### config.mk
export PLATFORM = sky130hd
export DESIGN_NAME = lzc_norm_pipe_flat
export DESIGN_NICKNAME = d
export VERILOG_FILES = /design/src/rtl/lzc_norm_pipe_if.sv /design/src/rtl/lzc_norm_pipe.sv /design/src/flat_wrapper.sv
export SDC_FILE = /design/constraint.sdc
export NUM_CORES = 1
export LEC_CHECK = 0
export BUFFER_PORTS_ARGS = -buffer_cell sky130_fd_sc_hd__buf_2
export CAP_MARGIN = 20
export CORE_MARGIN = 2
export CORE_UTILIZATION = 58
export DETAILED_ROUTE_END_ITERATION = 16
export GPL_TIMING_DRIVEN = 0
export PLACE_DENSITY_LB_ADDON = 0.12
export SLEW_MARGIN = 20
export SYNTH_ARGS = -nofsm -noshare
export SYNTH_HDL_FRONTEND = slang
export SYNTH_SLANG_ARGS = --single-unit
### constraint.sdc
create_clock -name clk -period 4.4 [get_ports clk]
set_clock_uncertainty 0.2 [all_clocks]
set_input_delay 0.22 -clock clk [delete_from_list [all_inputs] [get_ports clk]]
set_output_delay 0.22 -clock clk [all_outputs]
set_load 0.01 [all_outputs]
### src/rtl/lzc_norm_pipe_if.sv
// lzc_norm_pipe_if: valid/ready bundle for the normaliser.
// Upstream side: in_valid, in_ready, in_sig, in_exp.
// Downstream side: out_valid, out_ready, out_sig, out_exp, out_lzc, out_zero, out_uflow.
// The master modport drives beats in and accepts results; the slave modport is the normaliser.
interface lzc_norm_pipe_if #(
    parameter int WIDTH = 28,
    parameter int EXP_W = 8
);
    localparam int CW = $clog2(WIDTH + 1);
    logic             in_valid;
    logic             in_ready;
    logic [WIDTH-1:0] in_sig;
    logic [EXP_W-1:0] in_exp;
    logic             out_valid;
    logic             out_ready;
    logic [WIDTH-1:0] out_sig;
    logic [EXP_W-1:0] out_exp;
    logic [CW-1:0]    out_lzc;
    logic             out_zero;
    logic             out_uflow;
    modport master (
        output in_valid, in_sig, in_exp, out_ready,
        input  in_ready, out_valid, out_sig, out_exp, out_lzc, out_zero, out_uflow
    );
    modport slave (
        input  in_valid, in_sig, in_exp, out_ready,
        output in_ready, out_valid, out_sig, out_exp, out_lzc, out_zero, out_uflow
    );
endinterface

### src/rtl/lzc_norm_pipe.sv
// lzc_norm_pipe: two-stage pipelined leading-zero count and normalise with exponent clamp.
// Ports: clk, rst_n (async active-low), flush (sync clear of both stages),
// bus (slave side of lzc_norm_pipe_if: input beat in, normalised result out).
module lzc_norm_pipe #(
    parameter int WIDTH = 28,
    parameter int EXP_W = 8
) (
    input  logic                 clk,
    input  logic                 rst_n,
    input  logic                 flush,
    lzc_norm_pipe_if.slave       bus
);
    localparam int CW = $clog2(WIDTH + 1);
    localparam int L  = $clog2(WIDTH);
    localparam int P  = 1 << L;
    localparam int XW = CW + EXP_W;

    // Valid/position tree over the LSB-zero-padded input, combined in place level by level.
    function automatic logic [CW-1:0] lzc_f(input logic [WIDTH-1:0] s);
        logic [P-1:0]        v;
        logic [P-1:0][L-1:0] p;
        logic [L-1:0]        pn;
        v = '0;
        v[P-1 -: WIDTH] = s;
        p = '0;
        for (int k = 1; k <= L; k++) begin
            for (int n = 0; n < (P >> k); n++) begin
                pn   = v[2*n+1] ? p[2*n+1] : p[2*n] + L'(1 << (k - 1));
                v[n] = v[2*n+1] | v[2*n];
                p[n] = pn;
            end
        end
        return v[0] ? CW'(p[0]) : CW'(WIDTH);
    endfunction

    logic             s1_v_q, s1_v_d, s2_v_q, s2_v_d;
    logic [WIDTH-1:0] s1_sig_q, s1_sig_d, s2_sig_q, s2_sig_d;
    logic [EXP_W-1:0] s1_exp_q, s1_exp_d, s2_exp_q, s2_exp_d;
    logic [CW-1:0]    s1_lzc_q, s1_lzc_d, s2_lzc_q, s2_lzc_d;
    logic             s1_zero_q, s1_zero_d, s2_zero_q, s2_zero_d;
    logic             s2_uflow_q, s2_uflow_d;
    logic             s1_load, s2_load, in_fire, mv, norm;
    logic [CW-1:0]    shift;
    logic [WIDTH-1:0] sh;
    logic [EXP_W-1:0] exp_n;
    logic             uflow_n;

    assign s2_load      = !s2_v_q || bus.out_ready;
    assign s1_load      = !s1_v_q || s2_load;
    assign bus.in_ready = s1_load && !flush;
    assign in_fire      = bus.in_valid && bus.in_ready;
    assign mv           = s2_load && s1_v_q;

    always_comb begin
        s1_v_d    = flush ? 1'b0 : s1_load ? in_fire : s1_v_q;
        s1_sig_d  = in_fire ? bus.in_sig : s1_sig_q;
        s1_exp_d  = in_fire ? bus.in_exp : s1_exp_q;
        s1_lzc_d  = in_fire ? lzc_f(bus.in_sig) : s1_lzc_q;
        s1_zero_d = in_fire ? (bus.in_sig == '0) : s1_zero_q;
    end

    // lzc < exp keeps the exponent positive; otherwise shift only down to exponent 1 and go denormal.
    always_comb begin
        norm    = XW'(s1_lzc_q) < XW'(s1_exp_q);
        shift   = s1_zero_q ? '0 : norm ? s1_lzc_q : (s1_exp_q != '0) ? CW'(s1_exp_q - 1'b1) : '0;
        exp_n   = (!s1_zero_q && norm) ? s1_exp_q - EXP_W'(s1_lzc_q) : '0;
        uflow_n = !s1_zero_q && !norm && (s1_exp_q != '0 || !s1_sig_q[WIDTH-1]);
        sh      = s1_sig_q;
        for (int i = 0; i < CW; i++) sh = shift[i] ? sh << (1 << i) : sh;
    end

    always_comb begin
        s2_v_d     = flush ? 1'b0 : s2_load ? s1_v_q : s2_v_q;
        s2_sig_d   = mv ? sh : s2_sig_q;
        s2_exp_d   = mv ? exp_n : s2_exp_q;
        s2_lzc_d   = mv ? s1_lzc_q : s2_lzc_q;
        s2_zero_d  = mv ? s1_zero_q : s2_zero_q;
        s2_uflow_d = mv ? uflow_n : s2_uflow_q;
    end

    always_ff @(posedge clk or negedge rst_n) begin
        if (!rst_n) begin
            s1_v_q     <= 1'b0;
            s1_sig_q   <= '0;
            s1_exp_q   <= '0;
            s1_lzc_q   <= '0;
            s1_zero_q  <= 1'b0;
            s2_v_q     <= 1'b0;
            s2_sig_q   <= '0;
            s2_exp_q   <= '0;
            s2_lzc_q   <= '0;
            s2_zero_q  <= 1'b0;
            s2_uflow_q <= 1'b0;
        end else begin
            s1_v_q     <= s1_v_d;
            s1_sig_q   <= s1_sig_d;
            s1_exp_q   <= s1_exp_d;
            s1_lzc_q   <= s1_lzc_d;
            s1_zero_q  <= s1_zero_d;
            s2_v_q     <= s2_v_d;
            s2_sig_q   <= s2_sig_d;
            s2_exp_q   <= s2_exp_d;
            s2_lzc_q   <= s2_lzc_d;
            s2_zero_q  <= s2_zero_d;
            s2_uflow_q <= s2_uflow_d;
        end
    end

    assign bus.out_valid = s2_v_q;
    assign bus.out_sig   = s2_sig_q;
    assign bus.out_exp   = s2_exp_q;
    assign bus.out_lzc   = s2_lzc_q;
    assign bus.out_zero  = s2_zero_q;
    assign bus.out_uflow = s2_uflow_q;
endmodule
### src/flat_wrapper.sv
// flat-port wrapper written by rule: the top's interface ports become plain ports
module lzc_norm_pipe_flat 
#(
    parameter int WIDTH = 28,
    parameter int EXP_W = 8
)
  (clk, rst_n, flush, bus_in_valid, bus_in_sig, bus_in_exp, bus_out_ready, bus_in_ready, bus_out_valid, bus_out_sig, bus_out_exp, bus_out_lzc, bus_out_zero, bus_out_uflow);
  lzc_norm_pipe_if #(.WIDTH(WIDTH), .EXP_W(EXP_W)) bus_i ();
  input  logic clk;
  input  logic rst_n;
  input  logic flush;
  input wire logic [$bits(bus_i.in_valid)-1:0] bus_in_valid;
  input wire logic [$bits(bus_i.in_sig)-1:0] bus_in_sig;
  input wire logic [$bits(bus_i.in_exp)-1:0] bus_in_exp;
  input wire logic [$bits(bus_i.out_ready)-1:0] bus_out_ready;
  output wire logic [$bits(bus_i.in_ready)-1:0] bus_in_ready;
  output wire logic [$bits(bus_i.out_valid)-1:0] bus_out_valid;
  output wire logic [$bits(bus_i.out_sig)-1:0] bus_out_sig;
  output wire logic [$bits(bus_i.out_exp)-1:0] bus_out_exp;
  output wire logic [$bits(bus_i.out_lzc)-1:0] bus_out_lzc;
  output wire logic [$bits(bus_i.out_zero)-1:0] bus_out_zero;
  output wire logic [$bits(bus_i.out_uflow)-1:0] bus_out_uflow;
  assign bus_i.in_valid = bus_in_valid;
  assign bus_i.in_sig = bus_in_sig;
  assign bus_i.in_exp = bus_in_exp;
  assign bus_i.out_ready = bus_out_ready;
  assign bus_in_ready = bus_i.in_ready;
  assign bus_out_valid = bus_i.out_valid;
  assign bus_out_sig = bus_i.out_sig;
  assign bus_out_exp = bus_i.out_exp;
  assign bus_out_lzc = bus_i.out_lzc;
  assign bus_out_zero = bus_i.out_zero;
  assign bus_out_uflow = bus_i.out_uflow;
  lzc_norm_pipe #(.WIDTH(WIDTH), .EXP_W(EXP_W)) u_core (.clk(clk), .rst_n(rst_n), .flush(flush), .bus(bus_i));
endmodule
After elaboration in Yosys (flattened, before gate mapping). Index checks and enable logic that the tools add are counted. Widths: inputs -> output; s select.

Flip-flop bits (word level): 87. Word-level logic and storage cells: 115. Input port bits: 41. Output and inout port bits: 45.

Mux-type cells: 42. Bitwise gates (word level): 27. Add/subtract/negate cells: 15. $lt $le $gt $ge: 1. Reductions and logical operators: 19.

Operators with widths (count): $mux 28 (5); $mux 5 (18); $add 5x2->5 const B (7); $logic_not 28->1 (1); $or 1x1->1 (27); $mux 1 (18); $add 5x3->5 const B (3); $add 5x4->5 const B (2); $lt 5x8->1 (1); $mux 8 (1); $reduce_bool 8->1 (1); $sub 8x5->8 (1); $logic_and 1x1->1 (6); $logic_not 1->1 (6); $add 5x5->5 const B (1); $sub 5x1->5 const B (1); $reduce_bool 2->1 (2); $logic_or 1x1->1 (3).

Depth between registers and ports, before layout. Gate-level depths: netlist (run 1).

Depth after elaboration: 9. Mapped depth: 16. Mapped depth without buffers: 12.

Worst setup path before layout (run 1). OpenSTA, ideal clock, no wires.

Path type: register to register. Start point: register u_core.s1_exp_q[0]. End point: register u_core.s2_sig_q[26] (netlist: u_core.bus.out_sig[26]). Period minus slack after synthesis: 3376 ps. Slack: 1024 ps. Stages on the path, launching flop included: 15. Arrival: 3029 ps. Buffers on the path: 2. Data required time: 4054 ps. Cell sequence: dfrtp_1 > inv_1 > ha_1 > inv_1 > fa_1 > a21oi_1 > o311a_1 > nor2_1 > buf_2 > o41a_1 > clkbuf_1 > nand3_1 > o31ai_1 > a2111oi_1 > o211ai_1.

Word-level cells in the longest chain between the ends: 9. Elaborated cells between the ends (all ways): 11. Classes of those cells: 1 x add/sub; 1 x order compare; 8 x mux; 1 x reduce/logical.

RTL lines: start: declaration (line lzc_norm_pipe.sv:38) `logic [EXP_W-1:0] s1_exp_q, s1_exp_d, s2_exp_q, s2_exp_d;`; start signal: assignment (line lzc_norm_pipe.sv:97) `s1_exp_q <= s1_exp_d;`; $sub 5x1->5 / $reduce_bool 8->1 (equally long branches) (line lzc_norm_pipe.sv:65) `shift = s1_zero_q ? '0 : norm ? s1_lzc_q : (s1_exp_q != '0) ? CW'(s1_exp_q - 1'b1) : '0;`; $mux 5 (line lzc_norm_pipe.sv:65); $mux 5 * (2 in a row) (line lzc_norm_pipe.sv:65); $mux 28 (4 in a row) (line lzc_norm_pipe.sv:69) `for (int i = 0; i < CW; i++) sh = shift[i] ? sh << (1 << i) : sh;`; $mux 28 * (line lzc_norm_pipe.sv:69); end signal: assignment (line lzc_norm_pipe.sv:101) `s2_sig_q <= s2_sig_d;`; end: declaration (line lzc_norm_pipe.sv:37) `logic [WIDTH-1:0] s1_sig_q, s1_sig_d, s2_sig_q, s2_sig_d;`.

Every way passes the cells marked *; elsewhere a longest branch is shown, timed or not. A chain may end at the register's enable or synchronous reset.

Final worst setup path (run 1).
Start point: register u_core.s1_lzc_q[4]. End point: register u_core.s2_sig_q[25] (netlist: u_core.bus.out_sig[25]).

Word-level cells in the longest chain between the ends: 8.

RTL lines: start: declaration (line lzc_norm_pipe.sv:39) `logic [CW-1:0] s1_lzc_q, s1_lzc_d, s2_lzc_q, s2_lzc_d;`; start signal: assignment (line lzc_norm_pipe.sv:98) `s1_lzc_q <= s1_lzc_d;`; $lt 5x8->1 (line lzc_norm_pipe.sv:64) `norm = XW'(s1_lzc_q) < XW'(s1_exp_q);`; $mux 5 * (2 in a row) (line lzc_norm_pipe.sv:65); $mux 28 (4 in a row) (line lzc_norm_pipe.sv:69); $mux 28 * (line lzc_norm_pipe.sv:69).

Marks and branches as above.

==> results of run 1 <==
critical path, delay by kind of cell (launching register included):
| kind | cells | cell delay [ns] |
|---|---|---|
| AND/OR/NAND/NOR | 2 | 0.32 |
| flip-flops | 1 | 0.46 |
| AO/OA/AOI/OAI | 5 | 1.58 |
| adder cells (fa/ha/maj) | 1 | 0.40 |
| buffers and inverters | 4 | 1.15 |
state kept, by name, summed over array words and instances, names as in the netlist:
name	count
u_core.bus.out_exp	8
u_core.bus.out_lzc	5
u_core.bus.out_sig	28
u_core.bus.out_uflow	1
u_core.bus.out_valid	1
u_core.bus.out_zero	1
u_core.s1_exp_q	8
u_core.s1_lzc_q	5
u_core.s1_sig_q	28
u_core.s1_v_q	1
u_core.s1_zero_q	1
cell type report:
type	count	area [um^2]
Clock inverter	7	73.8
Sequential cell	87	2180
Inverter	18	67.6
Timing Repair Buffer	126	856
Clock buffer	9	124
Tap cell	129	161
Buffer	40	198
Multi-Input combinational cell	457	3160
Fill cell	675	2460
layer usage:
layer | part of all wire | wire, um
met3 | 0.11 | 2380
met1 | 0.39 | 8180
met5 | 0 | 0
met4 | 0.037 | 779
met2 | 0.45 | 9450
worst max path at each step:
stage	cells past startpoint	slack [ns]	start	end
2_1_floorplan	14	1.02	u_core.s1_exp_q[0]	u_core.bus.out_sig[26]
6_report	12	0.15	u_core.s1_lzc_q[4]	u_core.bus.out_sig[25]
4_1_cts	14	0.17	u_core.s1_exp_q[0]	u_core.bus.out_sig[16]
5_1_grt	15	-0.02	u_core.s1_exp_q[0]	u_core.bus.out_sig[22]
3_5_place_dp	14	0.24	u_core.s1_exp_q[0]	u_core.bus.out_sig[16]
3_3_place_gp	13	0.35	u_core.s1_lzc_q[0]	u_core.bus.out_sig[16]
per-stage QoR:
stage | power, mW | std cells | setup slack (ns) | utilization | area [um^2]
2_1_floorplan | 1.79 | 602 | 1.02 | - | 5590
3_5_place_dp | 2.24 | 817 | 0.245 | 0.668 | 6210
4_1_cts | 2.81 | 873 | 0.171 | 0.733 | 6800
5_1_grt | 3.02 | 873 | -0.0165 | 0.735 | 6820
3_3_place_gp | 2.20 | 816 | 0.354 | 0.665 | 6180
6_report | 2.88 | 873 | 0.151 | 0.735 | 6820
cells by family (layout without fill, tap and decap cells):
logic type | Yosys count | after routing | synth area share
buffers and inverters | 58 | 200 | 0.0472
AOI/OAI and AO/OA | 197 | 197 | 0.245
DFF | 87 | 87 | 0.390
and+or+nand+nor | 169 | 169 | 0.144
xor gates and xnor gates | 8 | 8 | 0.0125
muxes | 76 | 76 | 0.145
adders and majority gates | 7 | 7 | 0.0170
power breakdown:
group	switching (mW)	leakage [nW]	internal (mW)
clock network	0.346	0.0946	0.224
registers	0.151	1.08	0.971
logic	0.722	1.84	0.466
total	1.22	3.01	1.66
placed cells by master (no fill, tap or decap), types with 6 or more instances in the layout:
cell           instances
nor3_1                14
a21oi_1               42
a211oi_1              14
nand2_1               67
nand3_1               13
nor2_1                35
buf_1                  6
dlygate4sd3_1         40
xnor2_1                6
o211ai_1               9
mux2_2                35
clkbuf_1              18
clkbuf_8               9
a21o_1                 7
a22o_1                 6
buf_2                 94
ha_1                   6
dfrtp_1               87
inv_1                 18
mux2i_1               39
o21ai_0               33
a22oi_1               31
what timing repair did:
action,CTS,global route
resized for setup,0,5
buffers inserted,0,0
hold buffers,40,0
endpoints found under the setup margin,0,8
endpoints found under the hold margin,76,0
==> impl_metrics.py, run 1 <==
metrics = {
    "critical_path": {
        "path_common_cell": "buf_2",
        "r2r_start": "u_core.s1_lzc_q[4]",
        "cp_max_fo": 10,
        "r2r_cells": 12,
        "end_kind": "flip-flop",
        "cp-start-kind": "flip-flop",
        "r2r_setup_slack_ns": 0.15,
        "max_stage_delay_ns": 0.51,
        "r2r_end": "u_core.bus.out_sig[25]",
        "crit_type": "reg -> reg",
        "critPathSlowestCell": "buf_1",
        "worstPathArrival_ns": 4.29,
        "path_cells": "inv_1 -> ha_1 -> nand2_1 -> o311a_1 -> nor2_1 -> buf_2 -> o21a_1 -> buf_2 -> buf_1 -> o21ai_0 -> a221oi_1 -> o211ai_1",
        "worstPathRequired_ns": 4.44,
    },
    "logic_synthesis": {
        "synth.avg_cell_area_um2": 9.28,
        "synth_cells": 602,
        "synthesis.nets": 650,
        "synth_top_area_frac": 0.390,
        "synth-seq-area-share": 0.390,
        "synth_seq_cells": 87,
        "netlist_area_um2": 5590,
        "synth_cell_types": 67,
        "yosysWarnings": 0,
        "synth_ff_type": "dfrtp_1",
        "async_flop_share": 1.00,
        "synthTopCellsByCount": "dfrtp_1, nand2_1, a21oi_1",
        "synth_most_common_cell": "dfrtp_1",
        "synth_edf_count": 0,
        "yosys-top-cells-area": "dfrtp_1, mux2_2, mux2i_1",
        "yosysTopAreaCell": "dfrtp_1",
    },
    "floorplan": {
        "fp.coreArea_um2": 9280,
        "die_area_um2": 10400,
        "boundaryPins": 86,
        "start_util": 0.602,
        "dieHeight_um": 102,
        "die_x_um": 102,
        "row_count": 35,
    },
    "worst_hold_path": {
        "worstHoldEndpoint": "u_core.s1_v_q",
        "hold_class": "in -> reg",
        "holdPathStages": 4,
        "min-delay-start": "bus_out_ready",
    },
    "layout": {
        "drive_above_1_share": 0.224,
        "nNetsFinal": 787,
        "antenna_cells": 0,
        "area_growth_pct": 22.0,
    },
    "timing": {
        "max_slew.worst_pin.slew_ns": 0.838,
        "tns_ns": 0,
        "hold_violations": 0,
        "period_share": 0.966,
        "finalMaxSlewViolations": 0,
        "fin_crit_ns": 4.25,
        "max_freq_mhz": 235,
        "fin_hold_ws_ns": 0.0572,
        "slew_headroom": 0.437,
        "grt_setup_unrepaired": "yes",
        "setup_viol": 0,
    },
    "global_route": {
        "grt.total_usage": 0.412,
        "use_met2": 0.653,
        "use_met3": 0.0841,
        "grt_pass1_vias": 5871,
        "busiest_layer": "met2",
        "grt-ovfl-total": 0,
        "grt_max_degree": 50,
        "antenna_found_initial": 0,
        "grt_pass1_wl_mm": 32.5,
        "grt_use_met1": 0.560,
    },
    "run_status": {
        "outcome": "complete, no violations",
    },
    "drt": {
        "vias_per_cell": 6.86,
        "wl_mm": 20.8,
        "firstDrtPassIters": 8,
        "drtAntennaViolNets": 0,
        "wl_per_cell_um": 23.8,
        "via_count": 5990,
        "drc": 0,
        "drt_iter0_drc": 718,
    },
    "power": {
        "power.density_nw_per_um2": 422,
        "p_leak_nw": 3.01,
        "ir_worst_vdd_mv": 0.234,
    },
    "clocking": {
        "cts_buffers": 9,
        "clk_pin_slew_ns": 0.11,
        "clock-sinks": 87,
        "h-tree-depth": 3,
        "cts_tree": "built",
        "clockBufferDepth": 2,
        "cts-root-buf": "clkbuf_8",
        "clock_latency_ns": 0.38,
    },
    "placement": {
        "hpwl_mm": 14.7,
        "io_buffers": 85,
        "gp_congestion": 1.01,
    },
    "run": {
        "maxCapViolCount": 0,
    },
}
(Power assumes the default switching activity.)
==> run 2, diff against run 1 <==
Settings changed: CORE_MARGIN 2 to not set.
==> run 2 against run 1 <==
  * Clock power increased by 16%
  * Die area shrank 3.9%
  * Worst hold slack improved by 0.098 ns
  * Combinational power barely moved
  * Via count is 1.5% lower
  * First-iteration DRC count decreased by 17%
  * Sequential power barely moved
==> impl_metrics.py, run 2 (synthesis results as in run 1) <==
metrics = {
    "clocking": {
        "cts_tree": "built",
        "cts_setup_buffers": 0,
        "h-tree-depth": 3,
        "clk_pin_slew_ns": 0.11,
        "cts_buffers": 9,
        "clockBufferDepth": 2,
        "clock_latency_ns": 0.37,
        "cts-root-buf": "clkbuf_8",
        "clock-sinks": 87,
    },
    "power": {
        "p_leak_nw": 3.03,
        "power.density_nw_per_um2": 430,
        "ir_worst_vdd_mv": 0.242,
    },
    "placement": {
        "gp_congestion": 1.01,
        "io_buffers": 85,
        "place_inst": 817,
        "hpwl_mm": 14.2,
    },
    "global_route": {
        "grt.total_usage": 0.412,
        "antenna_found_initial": 0,
        "grt_pass1_vias": 5635,
        "grt_pass1_wl_mm": 31.0,
        "grt_max_degree": 50,
        "grt-ovfl-total": 0,
    },
    "drt": {
        "drt_iter0_drc": 594,
        "firstDrtPassIters": 8,
        "wl_per_cell_um": 22.9,
        "vias_per_cell": 6.76,
        "drc": 0,
        "via_count": 5901,
        "drtAntennaViolNets": 0,
        "wl_mm": 20.0,
    },
    "timing": {
        "hold_violations": 0,
        "grt_setup_unrepaired": "no",
        "slew_headroom": 0.506,
        "max_slew.worst_pin.slew_ns": 0.720,
        "finalMaxSlewViolations": 0,
        "fin_crit_ns": 4.25,
        "max_freq_mhz": 235,
        "tns_ns": 0,
        "period_share": 0.966,
        "setup_viol": 0,
    },
    "run": {
        "maxCapViolCount": 0,
    },
    "floorplan": {
        "die_area_um2": 10000,
        "die_x_um": 100,
        "dieHeight_um": 100,
        "fp.coreArea_um2": 9280,
        "row_count": 35,
        "start_util": 0.602,
        "boundaryPins": 86,
    },
    "layout": {
        "fill_cells": 675,
        "drive_above_1_share": 0.222,
        "final_cell_mix": "buf_2, dfrtp_1, nand2_1",
        "layout.cells.non_filler": 873,
        "nNetsFinal": 787,
        "final_common_cell": "buf_2",
        "antenna_cells": 0,
        "area_growth_pct": 22.3,
    },
    "critical_path": {
        "worstPathRequired_ns": 4.44,
        "end_kind": "flip-flop",
        "worstPathArrival_ns": 4.29,
        "cp_max_fo": 6,
        "cp-start-kind": "flip-flop",
        "crit_type": "reg -> reg",
    },
    "worst_hold_path": {
        "hold_class": "in -> async",
    },
    "run_status": {
        "outcome": "complete, no violations",
    },
}
run 2: changes by cell type in the layout (fill, tap and decap cells not counted):
cell,before,now
inv_6,1,4
o311ai_1,0,1
a2111oi_2,2,1
a2111oi_0,1,2
bufinv_16,0,2
inv_8,3,1
o311ai_2,1,0
clkinvlp_4,2,0
clkinv_8,1,0
run 2: metrics by stage:
stage               hold WS (ns)  cell area (um^2)  worst slack [ns]  power [mW]   util
finish                     0.155              6840             0.149        2.94  0.737
global route               0.210              6840            0.0611        3.07  0.737
CTS                        0.181              6840             0.181        2.89  0.736
detailed placement        0.0221              6210             0.245        2.22  0.668
global placement           0.202              6180             0.395        2.19  0.665
floorplan                 -0.276              5590              1.02        1.79      -
run 2: cell type report:
type / instances / area (um^2) / area share
Tap cell: 129 / 161 / 0.0236
Buffer: 40 / 198 / 0.0289
Inverter: 18 / 67.6 / 0.00988
Clock inverter: 7 / 106 / 0.0156
Multi-Input combinational cell: 457 / 3150 / 0.460
Sequential cell: 87 / 2180 / 0.318
Timing Repair Buffer: 126 / 856 / 0.125
Clock buffer: 9 / 124 / 0.0181
run 2: worst max-delay path, cell delays in order (launching register included):
cell and delay [ns]:
dfrtp_1 0.46, ha_1 0.25, inv_1 0.11, fa_1 0.22, a21oi_1 0.11, o311ai_1 0.61, and3_1 0.31, buf_6 0.13
a21o_1 0.09, buf_6 0.13, mux2i_1 0.63, a211oi_1 0.26, a2111oi_2 0.44, o211ai_1 0.15
run 2: per-layer routing:
layer	wire [um]	GRT usage
met2	8730	0.633
met1	8170	0.566
met5	0	0
met4	1010	0.205
met3	2050	0.0662
run 2: worst paths after layout:
| check | slack, ns | end | depth (start not counted) | from |
|---|---|---|---|---|
| setup / recovery | 0.15 | u_core.bus.out_sig[27] | 13 | u_core.s1_lzc_q[0] |
| hold / removal | 0.16 | u_core.bus.out_exp[2] | 2 | rst_n |
| setup reg to reg | 0.15 | u_core.bus.out_sig[27] | 13 | u_core.s1_lzc_q[0] |
| hold reg to reg | 0.29 | u_core.bus.out_sig[7] | 2 | u_core.bus.out_sig[7] |
| max in group asynchronous | 3.21 | u_core.s1_sig_q[16] | 3 | rst_n |
| min in group clk | 0.22 | u_core.s1_zero_q | 4 | bus_in_valid |
run 2: power by group:
part           total (mW)  internal, mW  switching (mW)
Combinational        1.16         0.462           0.695
Clock               0.660         0.332           0.328
Sequential           1.12         0.971           0.150
Total                2.94          1.77            1.17
run 2: what timing repair did:
action / CTS / global route
endpoints found under the setup margin: 0 / 4
gates resized for setup: 0 / 2
hold buffers: 40 / 0
endpoints found under the hold margin: 76 / 0
==> run 3, diff against run 2 <==
Settings changed: RECOVER_POWER set to 50.
==> run 3 against run 2 <==
  * The run now ends with max-capacitance violations, max-slew violations left
  * Global-route usage stayed put
  * Cell count stayed put
  * Utilization is 0.57 points lower
  * First-iteration DRC count is 0.51% higher
  * Largest power group unchanged
  * Combinational power hardly changed
  * Flip-flop and latch count stayed put
  * Fmax is 0.14% higher
  * Register-to-register slack hardly changed
  * Sequential power hardly changed
  * Total power is 0.54% lower
==> impl_metrics.py, run 3 (synthesis results as in run 1) <==
metrics = {
    "power": {
        "ir_worst_vdd_mv": 0.243,
        "power.switching_mw": 1.18,
        "netSwitchingFraction": 0.402,
        "power.share.clock": 0.226,
        "p_int_mw": 1.75,
        "power.share.sequential": 0.385,
        "pwr-share-comb": 0.389,
        "p_leak_nw": 2.95,
        "power.density_nw_per_um2": 431,
    },
    "placement": {
        "hpwl_mm": 14.2,
        "io_buffers": 85,
        "gp_congestion": 1.01,
    },
    "clocking": {
        "clock-sinks": 87,
        "cts_setup_buffers": 0,
        "h-tree-depth": 3,
        "cts-root-buf": "clkbuf_8",
        "clk_pin_slew_ns": 0.11,
        "clockBufferDepth": 2,
        "cts_buffers": 9,
        "clock_latency_ns": 0.37,
        "cts_tree": "built",
    },
    "timing": {
        "finalMaxSlewViolations": 40,
        "fin_hold_ws_ns": 0.249,
        "fin_crit_ns": 4.25,
        "max_slew.worst_pin.slew_ns": 2.03,
        "slew_headroom": -0.353,
        "tns_ns": 0,
        "hold_violations": 0,
        "period_share": 0.965,
        "setup_viol": 0,
        "grt_setup_unrepaired": "no",
        "max_freq_mhz": 236,
    },
    "layout": {
        "antenna_cells": 0,
        "final_common_cell": "dfrtp_1",
        "nNetsFinal": 787,
        "area_growth_pct": 21.4,
        "drive_above_1_share": 0.192,
        "final_cell_mix": "dfrtp_1, buf_2, nand2_1",
    },
    "global_route": {
        "grt-ovfl-total": 0,
        "grt_pass1_vias": 5635,
        "grt_max_degree": 50,
        "grt.total_usage": 0.412,
        "antenna_found_initial": 0,
        "grt_pass1_wl_mm": 31.0,
    },
    "floorplan": {
        "start_util": 0.602,
        "dieHeight_um": 100,
        "die_x_um": 100,
        "fp.coreArea_um2": 9280,
        "die_area_um2": 10000,
        "row_count": 35,
        "boundaryPins": 86,
    },
    "critical_path": {
        "max_stage_delay_ns": 0.64,
        "crit_type": "reg -> reg",
        "worstPathArrival_ns": 4.28,
        "path_common_cell": "buf_6",
        "end_kind": "flip-flop",
        "cp_max_fo": 6,
        "path_cells": "ha_1 -> inv_1 -> fa_1 -> a21oi_1 -> o311ai_1 -> and3_1 -> buf_6 -> a21o_1 -> buf_6 -> mux2i_1 -> a211oi_1 -> a2111oi_2 -> o211ai_1",
        "cp-start-kind": "flip-flop",
        "worstPathRequired_ns": 4.43,
        "critPathSlowestCell": "mux2i_1",
    },
    "drt": {
        "wl_mm": 20.0,
        "via_count": 5883,
        "drtAntennaViolNets": 0,
        "drt_iter0_drc": 597,
        "firstDrtPassIters": 5,
        "wl_per_cell_um": 22.9,
        "drc": 0,
        "vias_per_cell": 6.74,
    },
    "worst_hold_path": {
        "hold_class": "in -> reg",
    },
    "run_status": {
        "outcome": "complete, but fails checks",
        "violations": "max-capacitance violations, max-slew violations",
    },
    "run": {
        "maxCapViolCount": 1,
    },
}
## run 3: worst paths after layout
kind | from | to | slack (ns) | depth (start not counted)
max in group asynchronous | rst_n | u_core.s1_sig_q[12] | 1.12 | 3
worst min register to register | u_core.bus.out_exp[5] | u_core.bus.out_exp[5] | 0.29 | 2
min in group asynchronous | rst_n | u_core.bus.out_exp[2] | 0.76 | 2
worst max-delay path | u_core.s1_lzc_q[0] | u_core.bus.out_sig[27] | 0.15 | 13
worst min-delay path | bus_in_valid | u_core.s1_zero_q | 0.25 | 4
worst max register to register | u_core.s1_lzc_q[0] | u_core.bus.out_sig[27] | 0.15 | 13
## run 3: cell type report
type / instances / area, um^2
multi-input combinational: 457 / 3150
clock inverter: 7 / 106
buffer: 40 / 198
inverter: 18 / 67.6
sequential: 87 / 2180
fill: 690 / 2500
tap: 129 / 161
timing repair buffer: 126 / 803
clock buffer: 9 / 124
## run 3: worst max-delay path: cells and delay by family (launching register included)
kind                       cells  cell delay (ns)
adders and majority gates      2             0.47
buffers and inverters          3             0.38
muxes                          1             0.64
DFF                            1             0.47
and+or+nand+nor                1             0.31
AOI/OAI and AO/OA              6             1.62
## run 3: routing by layer
metal | vias up | global-route usage | wire [um]
li1 | 2551 | - | -
met1 | 2795 | 0.566 | 8140
met2 | 442 | 0.633 | 8880
met3 | 95 | 0.0662 | 2010
met4 | 0 | 0.205 | 977
met5 | - | 0 | 0
## run 3: metrics by stage
step            util  power (mW)  setup WS (ns)  cell area [um^2]  std cells
2_1_floorplan      -        1.79           1.02              5590        602
4_1_cts        0.736        2.89          0.181              6840        873
3_3_place_gp   0.665        2.19          0.395              6180        816
6_report       0.731        2.92          0.155              6790        873
5_1_grt        0.731        3.05         0.0611              6790        873
3_5_place_dp   0.668        2.22          0.245              6210        817
## run 3: what timing repair did
action	in CTS	in global routing
hold endpoints to repair	76	0
hold buffers	40	0
setup endpoints to repair	0	4
gates resized for setup	0	2
## run 3: power by group through the flow
stage | sequential [mW] | combinational (mW) | clock [mW]
2_1_floorplan | 1.15 | 0.643 | 0
3_3_place_gp | 1.12 | 1.07 | 0
3_5_place_dp | 1.13 | 1.09 | 0
4_1_cts | 1.11 | 1.12 | 0.656
5_1_grt | 1.14 | 1.22 | 0.683
6_report | 1.12 | 1.14 | 0.660
